==> src/rtl/sim_exit_ctrl.sv <==
// Simulation exit / kernel-timing peripheral on an OBI responder port.
// Software latches a return value, fires exit, and runs a saturating cycle timer.
module sim_exit_ctrl #(
  parameter int unsigned ADDR_WIDTH = 5,
  parameter int unsigned CNT_WIDTH  = 32
) (
  input  logic                  clk_i,
  input  logic                  rst_ni,
  input  logic                  req_i,
  output logic                  gnt_o,
  input  logic [ADDR_WIDTH-1:0] addr_i,
  input  logic                  we_i,
  input  logic [3:0]            be_i,
  input  logic [31:0]           wdata_i,
  output logic                  rvalid_o,
  output logic [31:0]           rdata_o,
  output logic                  exit_valid_o,
  output logic [31:0]           exit_value_o,
  output logic                  timer_trig_o
);

  localparam int unsigned WordW = ADDR_WIDTH - 2;
  localparam logic [WordW-1:0] AddrExitValue = WordW'(0);
  localparam logic [WordW-1:0] AddrExitCtrl  = WordW'(1);
  localparam logic [WordW-1:0] AddrTimerCtrl = WordW'(2);
  localparam logic [WordW-1:0] AddrTimerCnt  = WordW'(3);
  localparam logic [WordW-1:0] AddrStatus    = WordW'(4);
  localparam logic [CNT_WIDTH-1:0] CntMax = '1;

  typedef enum logic [1:0] {StIdle, StRun, StDone} timer_state_e;

  timer_state_e         state_q, state_d;
  logic [CNT_WIDTH-1:0] cnt_q, cnt_d;
  logic                 ovf_q, ovf_d;
  logic [31:0]          value_q, value_d;
  logic [31:0]          exit_value_q, exit_value_d;
  logic                 exited_q, exited_d;
  logic                 rvalid_q, rvalid_d;
  logic [31:0]          rdata_q, rdata_d;

  logic [WordW-1:0] word;
  logic             wr_en, rd_en, fire, ctl_wr, start, stop, clr;
  logic [31:0]      rd_data;
  logic             unused_addr;

  assign word        = addr_i[ADDR_WIDTH-1:2];
  assign unused_addr = ^addr_i[1:0];
  assign wr_en       = req_i & we_i;
  assign rd_en       = req_i & ~we_i;

  // Only the first fire counts; exit state is frozen until reset afterwards.
  assign fire   = wr_en & (word == AddrExitCtrl) & be_i[0] & wdata_i[0] & ~exited_q;
  assign ctl_wr = wr_en & (word == AddrTimerCtrl) & be_i[0];
  assign stop   = ctl_wr & wdata_i[1];
  assign start  = ctl_wr & wdata_i[0] & ~wdata_i[1];
  assign clr    = ctl_wr & wdata_i[2];

  always_comb begin
    value_d = value_q;
    if (wr_en && (word == AddrExitValue)) begin
      for (int b = 0; b < 4; b++) begin
        if (be_i[b]) value_d[8*b +: 8] = wdata_i[8*b +: 8];
      end
    end
    exited_d     = exited_q | fire;
    exit_value_d = fire ? value_q : exit_value_q;
  end

  always_comb begin
    state_d = state_q;
    cnt_d   = cnt_q;
    ovf_d   = ovf_q;
    case (state_q)
      StIdle: begin
        if (start) begin
          state_d = StRun;
          cnt_d   = '0;
          ovf_d   = 1'b0;
        end else if (clr) begin
          cnt_d = '0;
          ovf_d = 1'b0;
        end
      end
      StRun: begin
        if (clr) begin
          cnt_d = '0;
          ovf_d = 1'b0;
        end else if (cnt_q == CntMax) begin
          ovf_d = 1'b1;
        end else begin
          cnt_d = cnt_q + 1'b1;
        end
        if (stop || fire) state_d = StDone;
      end
      StDone: begin
        if (start) begin
          state_d = StRun;
          cnt_d   = '0;
          ovf_d   = 1'b0;
        end else if (clr) begin
          state_d = StIdle;
          cnt_d   = '0;
          ovf_d   = 1'b0;
        end
      end
      default: state_d = StIdle;
    endcase
  end

  always_comb begin
    rd_data = '0;
    case (word)
      AddrExitValue: rd_data = value_q;
      AddrExitCtrl:  rd_data = {31'b0, exited_q};
      AddrTimerCnt:  rd_data[CNT_WIDTH-1:0] = cnt_q;
      AddrStatus:    rd_data = {29'b0, ovf_q, exited_q, state_q == StRun};
      default:       rd_data = '0;
    endcase
    rvalid_d = req_i;
    rdata_d  = rd_en ? rd_data : '0;
  end

  always_ff @(posedge clk_i or negedge rst_ni) begin
    if (!rst_ni) begin
      state_q      <= StIdle;
      cnt_q        <= '0;
      ovf_q        <= 1'b0;
      value_q      <= '0;
      exit_value_q <= '0;
      exited_q     <= 1'b0;
      rvalid_q     <= 1'b0;
      rdata_q      <= '0;
    end else begin
      state_q      <= state_d;
      cnt_q        <= cnt_d;
      ovf_q        <= ovf_d;
      value_q      <= value_d;
      exit_value_q <= exit_value_d;
      exited_q     <= exited_d;
      rvalid_q     <= rvalid_d;
      rdata_q      <= rdata_d;
    end
  end

  assign gnt_o        = req_i;
  assign rvalid_o     = rvalid_q;
  assign rdata_o      = rdata_q;
  assign exit_valid_o = exited_q;
  assign exit_value_o = exit_value_q;
  assign timer_trig_o = (state_q == StRun);

endmodule

==> config.mk <==
export PLATFORM = sky130hd
export DESIGN_NAME = sim_exit_ctrl
export DESIGN_NICKNAME = d
export VERILOG_FILES = /design/src/rtl/sim_exit_ctrl.sv
export SDC_FILE = /design/constraint.sdc
export NUM_CORES = 1
export LEC_CHECK = 0
export BUFFER_PORTS_ARGS = -buffer_cell sky130_fd_sc_hd__buf_2
export CAP_MARGIN = 20
export CORE_MARGIN = 2
export CORE_UTILIZATION = 55
export CTS_CLUSTER_SIZE = 28
export DETAILED_ROUTE_END_ITERATION = 10
export GPL_ROUTABILITY_DRIVEN = 0
export PLACE_DENSITY = 0.79
export SETUP_SLACK_MARGIN = 0.2
export SLEW_MARGIN = 30
export SYNTH_ARGS = -nofsm -noshare
export SYNTH_HDL_FRONTEND = slang
export SYNTH_SLANG_ARGS = --single-unit
==> constraint.sdc <==
create_clock -name clk_i -period 2.72 [get_ports clk_i]
set_input_delay 0.136 -clock clk_i [delete_from_list [all_inputs] [get_ports clk_i]]
set_output_delay 0.136 -clock clk_i [all_outputs]
set_load 0.1 [all_outputs]
[Word level (Yosys, flattened, before mapping)]
Cells that the tools add are included.
Cells by class
  bitwise operators: 16
  add/subtract/negate cells: 1
  eq/ne operators: 13
  reductions and logical operators: 13
  multiplexer cells: 17
Operator list (count)
  2-to-1 mux 32 bit: 5
  case mux 32 bit (4 select lines): 1
  case mux 32 bit (2 select lines): 1
  adder 32 x 1 -> 32 bit (second input constant): 1
  == test 32 bit (second input constant): 1
  bitwise AND 1 bit: 12
  AND reduction 3 bit: 3
  2-to-1 mux 2 bit: 4
  AND reduction 2 bit: 4
  == test 3 x 2 -> 1 bit (second input constant): 2
  != test 3 x 1 -> 1 bit (second input constant): 2
  != test 3 bit (second input constant): 2
  case mux 2 bit (3 select lines): 1
  2-to-1 mux 1 bit: 4
  == test 3 x 1 -> 1 bit (second input constant): 1
  == test 3 bit (second input constant): 1
  zero test 3 bit: 1
  inverter 1 bit: 3
  == test 2 x 1 -> 1 bit (second input constant): 1
  == test 2 bit (second input constant): 1
  zero test 2 bit: 1
  != test 2 x 1 -> 1 bit (second input constant): 1
  != test 2 bit (second input constant): 1
  case mux 1 bit (2 select lines): 1
  other kinds (5): 5
Word-level totals
  logic and storage cells: 71
  output and inout port bits: 68
  input port bits: 45
  register bits after elaboration: 133

[Depth between registers and ports, before layout]
  depth after elaboration: 8
  depth in mapped cells: 8
  gate-level depth less buffers: 6

[Least setup slack after synthesis]
OpenSTA, ideal clock, no wires.
  path type: register to register
  start point: register state_q[1]
  end point: register cnt_q[18]
  required time: 2.638 ns
  setup slack: 0.337 ns
  arrival: 2.301 ns
  library setup time: 0.082 ns
  cell stages (with the launch flop): 9
  period minus slack after synthesis: 2.383 ns
  cells stage by stage: dfrtp_1 > nand2b_1 > inv_1 > o41ai_1 > nor4_1 > buf_2 > nor2_1 > buf_2 > a31oi_1
Between the ends
  elaborated cells between the ends (all ways): 9
RTL lines
  from (decl): line 32  | timer_state_e state_q, state_d;
  from (signal assigned): line 125  | state_q <= StIdle;
  from (signal assigned): line 134  | state_q <= state_d;
  == test 2 x 1 -> 1 bit (*)
  net timer_trig_o: line 19  | output logic timer_trig_o
  != test 3 bit (no source line) or nonzero test 2 bit (tied branches)
  AND reduction 3 bit (no source line)
  to (signal assigned): line 135  | cnt_q <= cnt_d;
  to (decl): line 33  | logic [CNT_WIDTH-1:0] cnt_q, cnt_d;
Mark *: on every way through the listed nets, which the timed path passes. The rest lies on a longest branch.
A chain may end at the register's enable or synchronous reset.

[Final worst setup path]
  start point: register cnt_q[8]
  end point: register cnt_q[23]
Between the ends
  cells in the longest elaborated chain, start to end: 4
  elaborated cells between the ends (all ways): 7
Ends and longest elaborated chain
  adder 32 x 1 -> 32 bit: line 91  | cnt_d = cnt_q + 1'b1;
  2-to-1 mux 32 bit: line 88  | end else if (cnt_q == CntMax) begin
  2-to-1 mux 32 bit: line 85  | if (clr) begin
  case mux 32 bit (2 select lines): line 73  | case (state_q)
Parallel ways exist; a longest one is shown, timed or not. The select of a mux whose other input is x is not followed.

==> results.cfg <==
[run_status]
status = finished, final reports clean

[detailed_routing]
drt_iter0_drc = 360
wl_met3_um = 920
drc_errors = 0
avgRoutedWirePerCell_um = 18.2
routed.top_layer = met4
drtAntennaViolNets = 0
via_per_inst = 6.01
drt-met1-wl_mm = 6.19
first_pass_iters = 6
route.met2.wl_mm = 7.36
drt_wl_total_mm = 14.8
vias = 4889

[timing]
drv_slew = 0
worst_slew_pin_slew_ps = 937
tns_ps = 0
period_share_pct = 89.4
rsz0062_at_grt = false
setup_slack_ps = 287
finalHoldViolCount = 0
slew-limit-headroom_pct = 37.3
max_freq_mhz = 411
setup_viol = 0
post-route-min-period_ps = 2430
fin_skew_ps = 6.79

[synthesis]
yosysSeqAreaShare_pct = 56.4
synth_seq_cells = 133
async_flop_share_pct = 100
synth.largest_area_cell = dfrtp_1
yosys_warnings = 0
synthTopCellsByCount = dfrtp_1 (133), mux2_2 (64), nor2_1 (44)
syn_area_per_cell_um2 = 11.5
synthCells = 511
synth_flop_cell = dfrtp_1
syn_area_mm2 = 0.00590
yosysTopAreaCellShare_pct = 56.4
yosysUniqueCellTypes = 48
synth-edff-count = 0
syn-num-nets = 557
synth.most_common_cell = dfrtp_1
synthTopCellsByArea = dfrtp_1 (56%), mux2_2 (12%), a22oi_1 (3.8%)

[floorplan]
initial_utilization_pct = 56.9
dieArea_mm2 = 0.0116
fp.dieW_um = 108
die_height_um = 108
row_count = 37
core_region_area_mm2 = 0.0104
ios = 113

[worst_hold_path]
worstHoldStart = addr_i[3]
holdCritPathClass = input port to flip-flop
whs_endpoint = rdata_o[0]
holdPathStages = 4

[pwr]
pwr-share-clk_pct = 40.6
comb_power_share_pct = 16.5
ir_worst_vdd_uv = 498
swShare_pct = 29.7
seqPwrFrac_pct = 42.9
power_density_mw_per_mm2 = 722
p_sw_mw = 1.64
internal_power_mw = 3.88
p_leak_nw = 3.65

[critical_path]
worstPathArrival_ps = 2850
critPathMaxStageDelay_ps = 570
critPathMaxFanout = 8
ff2ff_path_depth = 6
path_class = flip-flop to flip-flop
endpoint_kind = flip-flop
worst-path-buf-inv = 1
cp.required_ps = 3130
r2r_start = cnt_q[8]
path_cells = nand4_2, or4_4, or3_4, buf_4, and4_1, a221o_1
crit_path_top_delay_cell = or4_4
reg2reg_slack_ps = 290
critPathLaunchType = flip-flop
r2r_end = cnt_q[23]
path_delay_family = simple AND/OR/NAND/NOR gates

[placement]
dp_hpwl_mm = 9.34
detailedPlace.worstSlack_ps = 159
placed_cell_area_mm2 = 0.00665
port_buffers = 110

[cts]
cts_max_level = 4
path_clk_slew_ps = 60
cts_buffer_depth = 2
clock_sinks = 133
cts_tree = built
clk_latency_ps = 530
numCtsBuffers = 17
root_buffer = clkbuf_8

[finish]
fillerInstances = 704
fin_nets = 710
drive_above_1_share_pct = 35.3
syn2layout_area_growth_pct = 29.6
postLayoutCellArea_mm2 = 0.00764
num_antenna_cells = 0

[grt]
grt_usage_pct = 27.6
overflow = 0
grt_pass1_vias = 4998
antenna_found_initial = 0
grt_max_degree = 77
grt_pass1_wl_mm = 24.9

[job]
drv_cap = 0
sequential cells by signal, indices dropped and copies added, names as in the netlist:
| register | count |
|---|---|
| exit_valid_o | 1 |
| rdata_o | 32 |
| exit_value_o | 32 |
| rvalid_o | 1 |
| value_q | 32 |
| cnt_q | 32 |
| ovf_q | 1 |
| state_q | 2 |
layout make-up:
cell class	count	area, um^2	area share, %
sequential	133	3330	43.5
clock buffer	18	418	5.47
timing repair buffer	166	1100	14.4
inverter	10	37.5	0.491
clock inverter	14	161	2.11
tap	136	170	2.23
multi-input combinational	336	2430	31.8
tightest hold or removal path, stage by stage:
cell     delay, ps
buf_2          150
inv_1           60
a22oi_1         60
nor2_1         100
layout by cell type, fill, tap and decap left out, types with 16 or more instances in the layout:
cell type      count
clkbuf_16         16
a22oi_1           30
o21ai_0           18
nand3_1           25
buf_4             16
nand2_1           24
dfrtp_1          133
mux2_2            64
buf_2            109
a31oi_1           18
nor2_1            42
dlygate4sd3_1     37
layer usage:
layer	vias to the layer above	global-route usage, %
met4	0	11.1
met3	36	6.60
met2	219	44.8
li1	2241	-
met1	2393	35.7
met5	-	0
power groups by stage:
stage          Clock (mW)  Combinational (mW)  Sequential, mW
6_report             2.24               0.912            2.37
5_1_grt              2.36               0.974            2.40
4_1_cts              2.26               0.913            2.36
3_5_place_dp            0               0.830            2.40
3_3_place_gp            0               0.795            2.38
2_1_floorplan           0               0.307            2.67
cells by family (layout without fill, tap and decap cells):
kind of cell	Yosys count	count (layout)	synth area share [%]
flops	133	133	56.4
mux	67	67	12.7
simple gates	164	164	14.9
buf+inv	42	208	3.05
fa+ha+maj	1	1	0.212
compound gates	104	104	12.7
stage by stage:
step	hold slack (ps)	utilization, %	total power, mW	cells
floorplan	-160	-	2.98	511
global placement	202	64.1	3.18	742
detailed placement	203	64.1	3.23	742
CTS	2.23	73.6	5.54	813
global route	78.0	73.7	5.73	813
finish	25.6	73.7	5.52	813
worst max-delay path by stage:
stage	startpoint	to	slack, ps	depth (start not counted)
final	cnt_q[8]	cnt_q[23]	290	6
after global routing	cnt_q[0]	cnt_q[23]	220	7
after CTS	be_i[0]	cnt_q[17]	210	8
after detailed placement	cnt_q[0]	cnt_q[5]	160	7
after global placement	cnt_q[0]	cnt_q[9]	230	7
after floorplan	state_q[1]	cnt_q[18]	340	8
repair_timing:
action,4_1_cts,5_1_grt
endpoints found under the setup margin,15,7
pin swaps,1,0
hold endpoints to repair,110,0
resized for setup,4,2
setup buffers,2,0
hold buffers,37,0
No activity file was read; power rests on OpenSTA's default activity.
